==> src/rtl/riscv_pkg.sv <==
// -----------------------------------------------------------------------------
// riscv_pkg
// Shared types and helpers for the core's memory-side blocks.
//   mem_arb_state_t : arbiter FSM state (IDLE / ISSUE / WAIT)
//   mem_grant_t     : which requester owns the memory port (GNT_IF / GNT_DM)
//   starve_inc      : saturating increment used by the fetch-starvation counter
// -----------------------------------------------------------------------------
package riscv_pkg;

  typedef enum logic [1:0] {
    IDLE  = 2'd0,
    ISSUE = 2'd1,
    WAIT  = 2'd2
  } mem_arb_state_t;

  typedef enum logic {
    GNT_IF = 1'b0,
    GNT_DM = 1'b1
  } mem_grant_t;

  localparam int unsigned STARVE_W = 3;

  // Fetches always read a full word.
  localparam logic [3:0] FETCH_BE = 4'b1111;

  // Saturating increment: never counts past the limit.
  function automatic logic [STARVE_W-1:0] starve_inc(
    input logic [STARVE_W-1:0] cnt,
    input logic [STARVE_W-1:0] limit
  );
    logic [STARVE_W-1:0] res;
    if (cnt >= limit) begin
      res = limit;
    end else begin
      res = cnt + 3'd1;
    end
    return res;
  endfunction

endpackage

==> src/rtl/mem_arbiter_chk.sv <==
// -----------------------------------------------------------------------------
// mem_arbiter_chk
// Protocol checker for mem_arbiter: the memory may only return a response while
// the arbiter is waiting for one.
//   clk, rst        : clock / synchronous active-high reset
//   i_state         : arbiter FSM state
//   i_mem_rsp_valid : memory response strobe
// -----------------------------------------------------------------------------
module mem_arbiter_chk
  import riscv_pkg::*;
(
  input logic           clk,
  input logic           rst,
  input mem_arb_state_t i_state,
  input logic           i_mem_rsp_valid
);

  // Flag a memory response that arrives in IDLE or ISSUE.
  always_ff @(posedge clk) begin
    if (!rst) begin
      a_rsp_only_in_wait: assert (!(i_mem_rsp_valid && (i_state != WAIT)));
    end
  end

endmodule

==> src/rtl/mem_arbiter.sv <==
// -----------------------------------------------------------------------------
// mem_arbiter
// Two-port arbiter (instruction fetch, data memory) in front of a single memory
// port with at most one outstanding transaction. The data port has priority; a
// starvation counter forces a fetch grant after STARVE_LIMIT consecutive data
// grants made while a fetch was waiting. A fetch flush drops the in-flight
// fetch response without disturbing the memory-side handshake.
//
// Ports
//   clk, rst              : clock, synchronous active-high reset
//   if_req_* / if_rsp_*   : fetch request (valid/addr/ready) and response
//   if_flush              : redirect; kills any in-flight fetch response
//   dm_req_* / dm_rsp_*   : data request (valid/we/addr/wdata/be/ready), response
//   mem_req_* / mem_rsp_* : memory request channel and in-order response
// -----------------------------------------------------------------------------
module mem_arbiter
  import riscv_pkg::*;
#(
  parameter int unsigned STARVE_LIMIT = 4
) (
  input  logic        clk,
  input  logic        rst,
  input  logic        if_req_valid,
  input  logic [31:0] if_req_addr,
  output logic        if_req_ready,
  output logic        if_rsp_valid,
  output logic [31:0] if_rsp_rdata,
  input  logic        if_flush,
  input  logic        dm_req_valid,
  input  logic        dm_req_we,
  input  logic [31:0] dm_req_addr,
  input  logic [31:0] dm_req_wdata,
  input  logic [3:0]  dm_req_be,
  output logic        dm_req_ready,
  output logic        dm_rsp_valid,
  output logic [31:0] dm_rsp_rdata,
  output logic        mem_req_valid,
  output logic        mem_req_we,
  output logic [31:0] mem_req_addr,
  output logic [31:0] mem_req_wdata,
  output logic [3:0]  mem_req_be,
  input  logic        mem_req_ready,
  input  logic        mem_rsp_valid,
  input  logic [31:0] mem_rsp_rdata
);

  localparam logic [STARVE_W-1:0] LIMIT = STARVE_W'(STARVE_LIMIT);

  mem_arb_state_t      r_state;
  mem_grant_t          r_grant;
  logic [STARVE_W-1:0] r_starve_cnt;
  logic                r_drop;
  logic                r_dm_we;    // outstanding data transaction is a write

  mem_arb_state_t      w_state_nxt;
  mem_grant_t          w_grant_nxt;
  logic [STARVE_W-1:0] w_starve_nxt;
  logic                w_drop_nxt;
  logic                w_dm_we_nxt;
  logic                w_pick_if;
  logic                w_if_flush_hit;

  // Fetch wins only when the data port is idle or the fetch has starved.
  assign w_pick_if = if_req_valid && (!dm_req_valid || (r_starve_cnt == LIMIT));

  // A flush only matters while a fetch owns the memory port.
  assign w_if_flush_hit = if_flush && (r_grant == GNT_IF);

  // State register.
  always_ff @(posedge clk) begin
    if (rst) begin
      r_state      <= IDLE;
      r_grant      <= GNT_DM;
      r_starve_cnt <= 3'd0;
      r_drop       <= 1'b0;
      r_dm_we      <= 1'b0;
    end else begin
      r_state      <= w_state_nxt;
      r_grant      <= w_grant_nxt;
      r_starve_cnt <= w_starve_nxt;
      r_drop       <= w_drop_nxt;
      r_dm_we      <= w_dm_we_nxt;
    end
  end

  // Next-state logic: arbitration, handshake progress, drop tracking.
  always_comb begin
    w_state_nxt  = r_state;
    w_grant_nxt  = r_grant;
    w_starve_nxt = r_starve_cnt;
    w_drop_nxt   = r_drop;
    w_dm_we_nxt  = r_dm_we;
    case (r_state)
      IDLE: begin
        w_drop_nxt = 1'b0;
        if (if_req_valid || dm_req_valid) begin
          w_state_nxt = ISSUE;
          if (w_pick_if) begin
            w_grant_nxt  = GNT_IF;
            w_starve_nxt = 3'd0;
          end else begin
            w_grant_nxt = GNT_DM;
            // Only a data grant that makes a fetch wait counts as starvation.
            if (if_req_valid) begin
              w_starve_nxt = starve_inc(r_starve_cnt, LIMIT);
            end else begin
              w_starve_nxt = r_starve_cnt;
            end
          end
        end else begin
          w_state_nxt = IDLE;
        end
      end
      ISSUE: begin
        if (w_if_flush_hit) begin
          w_drop_nxt = 1'b1;
        end else begin
          w_drop_nxt = r_drop;
        end
        if (mem_req_ready) begin
          w_state_nxt = WAIT;
          w_dm_we_nxt = (r_grant == GNT_DM) ? dm_req_we : 1'b0;
        end else begin
          w_state_nxt = ISSUE;
        end
      end
      WAIT: begin
        if (mem_rsp_valid) begin
          // Back to IDLE without granting; arbitration resumes next cycle.
          w_state_nxt = IDLE;
          w_drop_nxt  = 1'b0;
        end else if (w_if_flush_hit) begin
          w_drop_nxt = 1'b1;
        end else begin
          w_drop_nxt = r_drop;
        end
      end
      default: begin
        w_state_nxt = IDLE;
      end
    endcase
  end

  // Output logic: request mux in ISSUE, zero-latency response routing in WAIT.
  always_comb begin
    if_req_ready  = 1'b0;
    if_rsp_valid  = 1'b0;
    if_rsp_rdata  = 32'd0;
    dm_req_ready  = 1'b0;
    dm_rsp_valid  = 1'b0;
    dm_rsp_rdata  = 32'd0;
    mem_req_valid = 1'b0;
    mem_req_we    = 1'b0;
    mem_req_addr  = 32'd0;
    mem_req_wdata = 32'd0;
    mem_req_be    = 4'd0;
    // Outputs are forced quiet for the whole time reset is held.
    if (!rst) begin
      case (r_state)
        ISSUE: begin
          mem_req_valid = 1'b1;
          if (r_grant == GNT_IF) begin
            mem_req_addr = if_req_addr;
            mem_req_be   = FETCH_BE;
            if_req_ready = mem_req_ready;
          end else begin
            mem_req_we    = dm_req_we;
            mem_req_addr  = dm_req_addr;
            mem_req_wdata = dm_req_wdata;
            mem_req_be    = dm_req_be;
            dm_req_ready  = mem_req_ready;
          end
        end
        WAIT: begin
          if (mem_rsp_valid) begin
            if (r_grant == GNT_IF) begin
              // A flush this cycle suppresses the response just like a
              // flush seen earlier in the transaction.
              if (!r_drop && !if_flush) begin
                if_rsp_valid = 1'b1;
                if_rsp_rdata = mem_rsp_rdata;
              end else begin
                if_rsp_valid = 1'b0;
              end
            end else begin
              dm_rsp_valid = 1'b1;
              dm_rsp_rdata = r_dm_we ? 32'd0 : mem_rsp_rdata;
            end
          end else begin
            if_rsp_valid = 1'b0;
          end
        end
        default: begin
          mem_req_valid = 1'b0;
        end
      endcase
    end else begin
      mem_req_valid = 1'b0;
    end
  end

  mem_arbiter_chk u_chk (
    .clk             (clk),
    .rst             (rst),
    .i_state         (r_state),
    .i_mem_rsp_valid (mem_rsp_valid)
  );

endmodule
==> config.mk <==
export PLATFORM = sky130hd
export DESIGN_NAME = mem_arbiter
export DESIGN_NICKNAME = d
export VERILOG_FILES = /design/src/rtl/riscv_pkg.sv /design/src/rtl/mem_arbiter_chk.sv /design/src/rtl/mem_arbiter.sv
export SDC_FILE = /design/constraint.sdc
export NUM_CORES = 1
export LEC_CHECK = 0
export BUFFER_PORTS_ARGS = -buffer_cell sky130_fd_sc_hd__clkbuf_2
export CAP_MARGIN = 20
export CORE_AREA = 5 5 106 108
export DETAILED_ROUTE_END_ITERATION = 8
export DIE_AREA = 0 0 111 113
export SETUP_SLACK_MARGIN = 0.3
export SLEW_MARGIN = 30
export SYNTH_ARGS = -nofsm -noshare
export SYNTH_HDL_FRONTEND = slang
export SYNTH_HIERARCHICAL = 1
export SYNTH_SLANG_ARGS = --single-unit
==> constraint.sdc <==
create_clock -name clk -period 1.5 [get_ports clk]
set_input_delay 0.075 -clock clk [delete_from_list [all_inputs] [get_ports clk]]
set_output_delay 0.075 -clock clk [all_outputs]
set_load 0.1 [all_outputs]
==> qor.txt <==
Core area = 10,140 um^2
#FFs+latches synth = 8
Final Power = 0.002611 W
Largest net degree at the start of global routing = 47
Starting Density = 0.1655
HP Class = input port to register
Crit path max fanout = 17
Syn Nets = 397
Top-area cell type share of the netlist area = 0.2386
RSZ-0062 raised after global routing = true
Synth unique cells = 26
I/O Pins = 278
Final instance area = 6495 um^2
Final Critical Period = 1.795 ns
Gate power share = 0.802
Synth Cell Area = 1678 um^2
Ys async rst share = 0
Reg2Reg Launch Point = r_state[0]$_SDFFE_PP0P_
Post-DP Area = 6067 um^2
GRT overflow = 0
Max Clk Rate = 0.5572 GHz
CTS tree = built
Avg WL per Cell = 18.73 um
Final Cycle Share = 1.196
H-Tree Depth = 1
Area contributors post-synth = and2_1 (24%), mux2i_1 (19%), and3_1 (13%), dfxtp_1 (9.5%), nor2_1 (7.6%)
Dpl hpwl = 10,410 um
Fin util = 0.6406
Outcome = finished, violations left
Clock power share = 0.106
Main synth FF type = dfxtp_1
Worst-skew pair later-pin latency = 0.23 ns
Die width = 111 um
Avg Cell Area, Syn = 6.685 um^2
Setup WS post-layout = -0.2947 ns
Area of the die = 12,540 um^2
Post-route ant nets = 0
Final Max Tran Viols = 0
Vias = 2,996
Critical Path Source = r_state[0]$_SDFFE_PP0P_
VDD IR max = 0.0002809 V
Pint = 0.001233 W
Fin Setup TNS = -32.87 ns
Final-report setup violation count = 138
Detailed Routing Iterations Pass 1 = 4
P per Cell Area = 402.0 nW/um^2
# diodes = 0
Post-synthesis cell count = 251
Final Hold Viols = 0
Rel. slew slack = 0.7959
CTS buffer count = 3
Sw power = 0.001378 W
Die H = 113 um
First-pass GRT wire length = 18,690 um
Root Buffer = clkbuf_8
Failing checks = setup timing
Startpoint Class = register
Slew @ Worst Pin = 0.2976 ns
Leak = 3.010 nW
PortBufs = 277
Critical Path RT = 1.42 ns
Setup crit end kind = output pin
Clock sink total = 8
Clock Path Buffers = 2
Post-place setup slack = -0.02048 ns
All-Layer GR Usage = 0.1830
Layout cells sized above 1 = 0.8775
Drt total wl = 12,790 um
Vias in the first global route = 3,325
Via-per-instance ratio = 4.387
Crit path DAT = 1.72 ns
Sequential share of the synthesized area = 0.09545
Cell taking the most area after synthesis = and2_1
Sequential group share of total power = 0.092
Critical Setup Path Class = register to output pin
Synth Warn # = 6
Core Rows = 37
DRC Markers = 0
RePlAce Congestion = 0.7814
Clock Skews = 0.005116 ns
Clock transition at the registers of the reported paths = 0.05 ns
Final nets = 694
Area growth from synthesis to layout = 287.1%
Worst Hold Launch = dm_req_valid
Max-cap viol count = 0
Switch share = 0.5278
EDFF count, synth = 0
DRT iter0 DRCs = 108
Initial antenna violation count = 1
==> worst max-delay path, stage by stage (launching register included) <==
cell	delay, ns
dfxtp_2	0.33
inv_2	0.08
ha_4	0.14
nand3b_1	0.13
nor4_4	0.17
buf_6	0.16
buf_12	0.15
and2_4	0.17
buf_12	0.17
==> synthesized netlist by cell type, drive strengths merged, types with 4 or more instances <==
library cell  count
clkbuf            9
inv              10
nand4             4
and2             64
a21oi            12
dfxtp             8
nor2             34
nand2             7
buf              13
ha                6
and3             34
mux2i            32
==> flip-flops by register name (all words and copies together) (netlist names) <==
register      count
r_drop            1
r_starve_cnt      3
r_grant           1
r_state           2
r_dm_we           1
==> metrics by stage <==
step | hold WS [ns] | std cells
3_3_place_gp | 0.3295 | 656
4_1_cts | 0.09648 | 669
5_1_grt | 0.1399 | 683
6_report | 0.1162 | 683
3_5_place_dp | 0.3370 | 656
2_1_floorplan | 0.1980 | 251
==> final timing paths <==
path | to | slack [ns] | cells past startpoint
worst max-delay path | if_rsp_rdata[3] | -0.29 | 8
worst min-delay path | r_grant$_SDFFE_PP1P_ | 0.12 | 3
worst max register to register | r_drop$_SDFFE_PP0P_ | 0.06 | 7
worst min register to register | r_dm_we$_SDFFE_PP0P_ | 0.46 | 2
==> kinds of logic after synthesis <==
logic type | count (synthesis) | share of synthesized area
AND/OR/NAND/NOR | 158 | 0.5332
buffers and inverters | 32 | 0.08873
AO/OA/AOI/OAI | 15 | 0.04698
multiplexers | 32 | 0.1909
adder cells (fa/ha/maj) | 6 | 0.04474
flip-flops | 8 | 0.09545
==> cell type report <==
class	count	area [um^2]
multi-input cells	212	2141
repair buffers	309	3885
inverters	10	52.55
clock buffers	4	45.04
flip-flops and latches	8	168.9
well taps	136	170.2
repair inverters	4	32.53
fillers	716	3643
==> metal layers <==
layer  global-route usage  wire length [um]  vias to the layer above
met1               0.1840              4265                     1366
met4              0.01478                74                        2
met3              0.05401               980                        8
met2               0.3811              7459                      180
li1                     -                 -                     1440
met5                    0                13                        -
==> power groups by stage <==
stage          logic (W)  registers, W  clock network (W)
2_1_floorplan    0.00124      0.000240                  0
3_3_place_gp     0.00192      0.000242                  0
3_5_place_dp     0.00195      0.000243                  0
4_1_cts          0.00201      0.000239           0.000281
5_1_grt          0.00218      0.000241           0.000290
6_report         0.00209      0.000240           0.000278
==> layout by cell type, fill, tap and decap left out, types with 4 or more instances in the layout <==
| cell type | instances |
|---|---|
| nand4_1 | 4 |
| a21oi_4 | 5 |
| buf_12 | 146 |
| a21oi_1 | 4 |
| and3_4 | 34 |
| nor2_4 | 32 |
| mux2i_1 | 31 |
| and2_4 | 64 |
| dfxtp_1 | 5 |
| buf_4 | 12 |
| inv_1 | 7 |
| buf_6 | 9 |
| clkbuf_2 | 139 |
==> what timing repair did <==
action	in CTS	in global routing
gates cloned	4	5
setup buffers	5	9
hold buffers	0	0
resized for setup	15	21
pin swaps	3	23
setup endpoints to repair	143	145
Note: power is estimated with default switching activity, not from simulation.
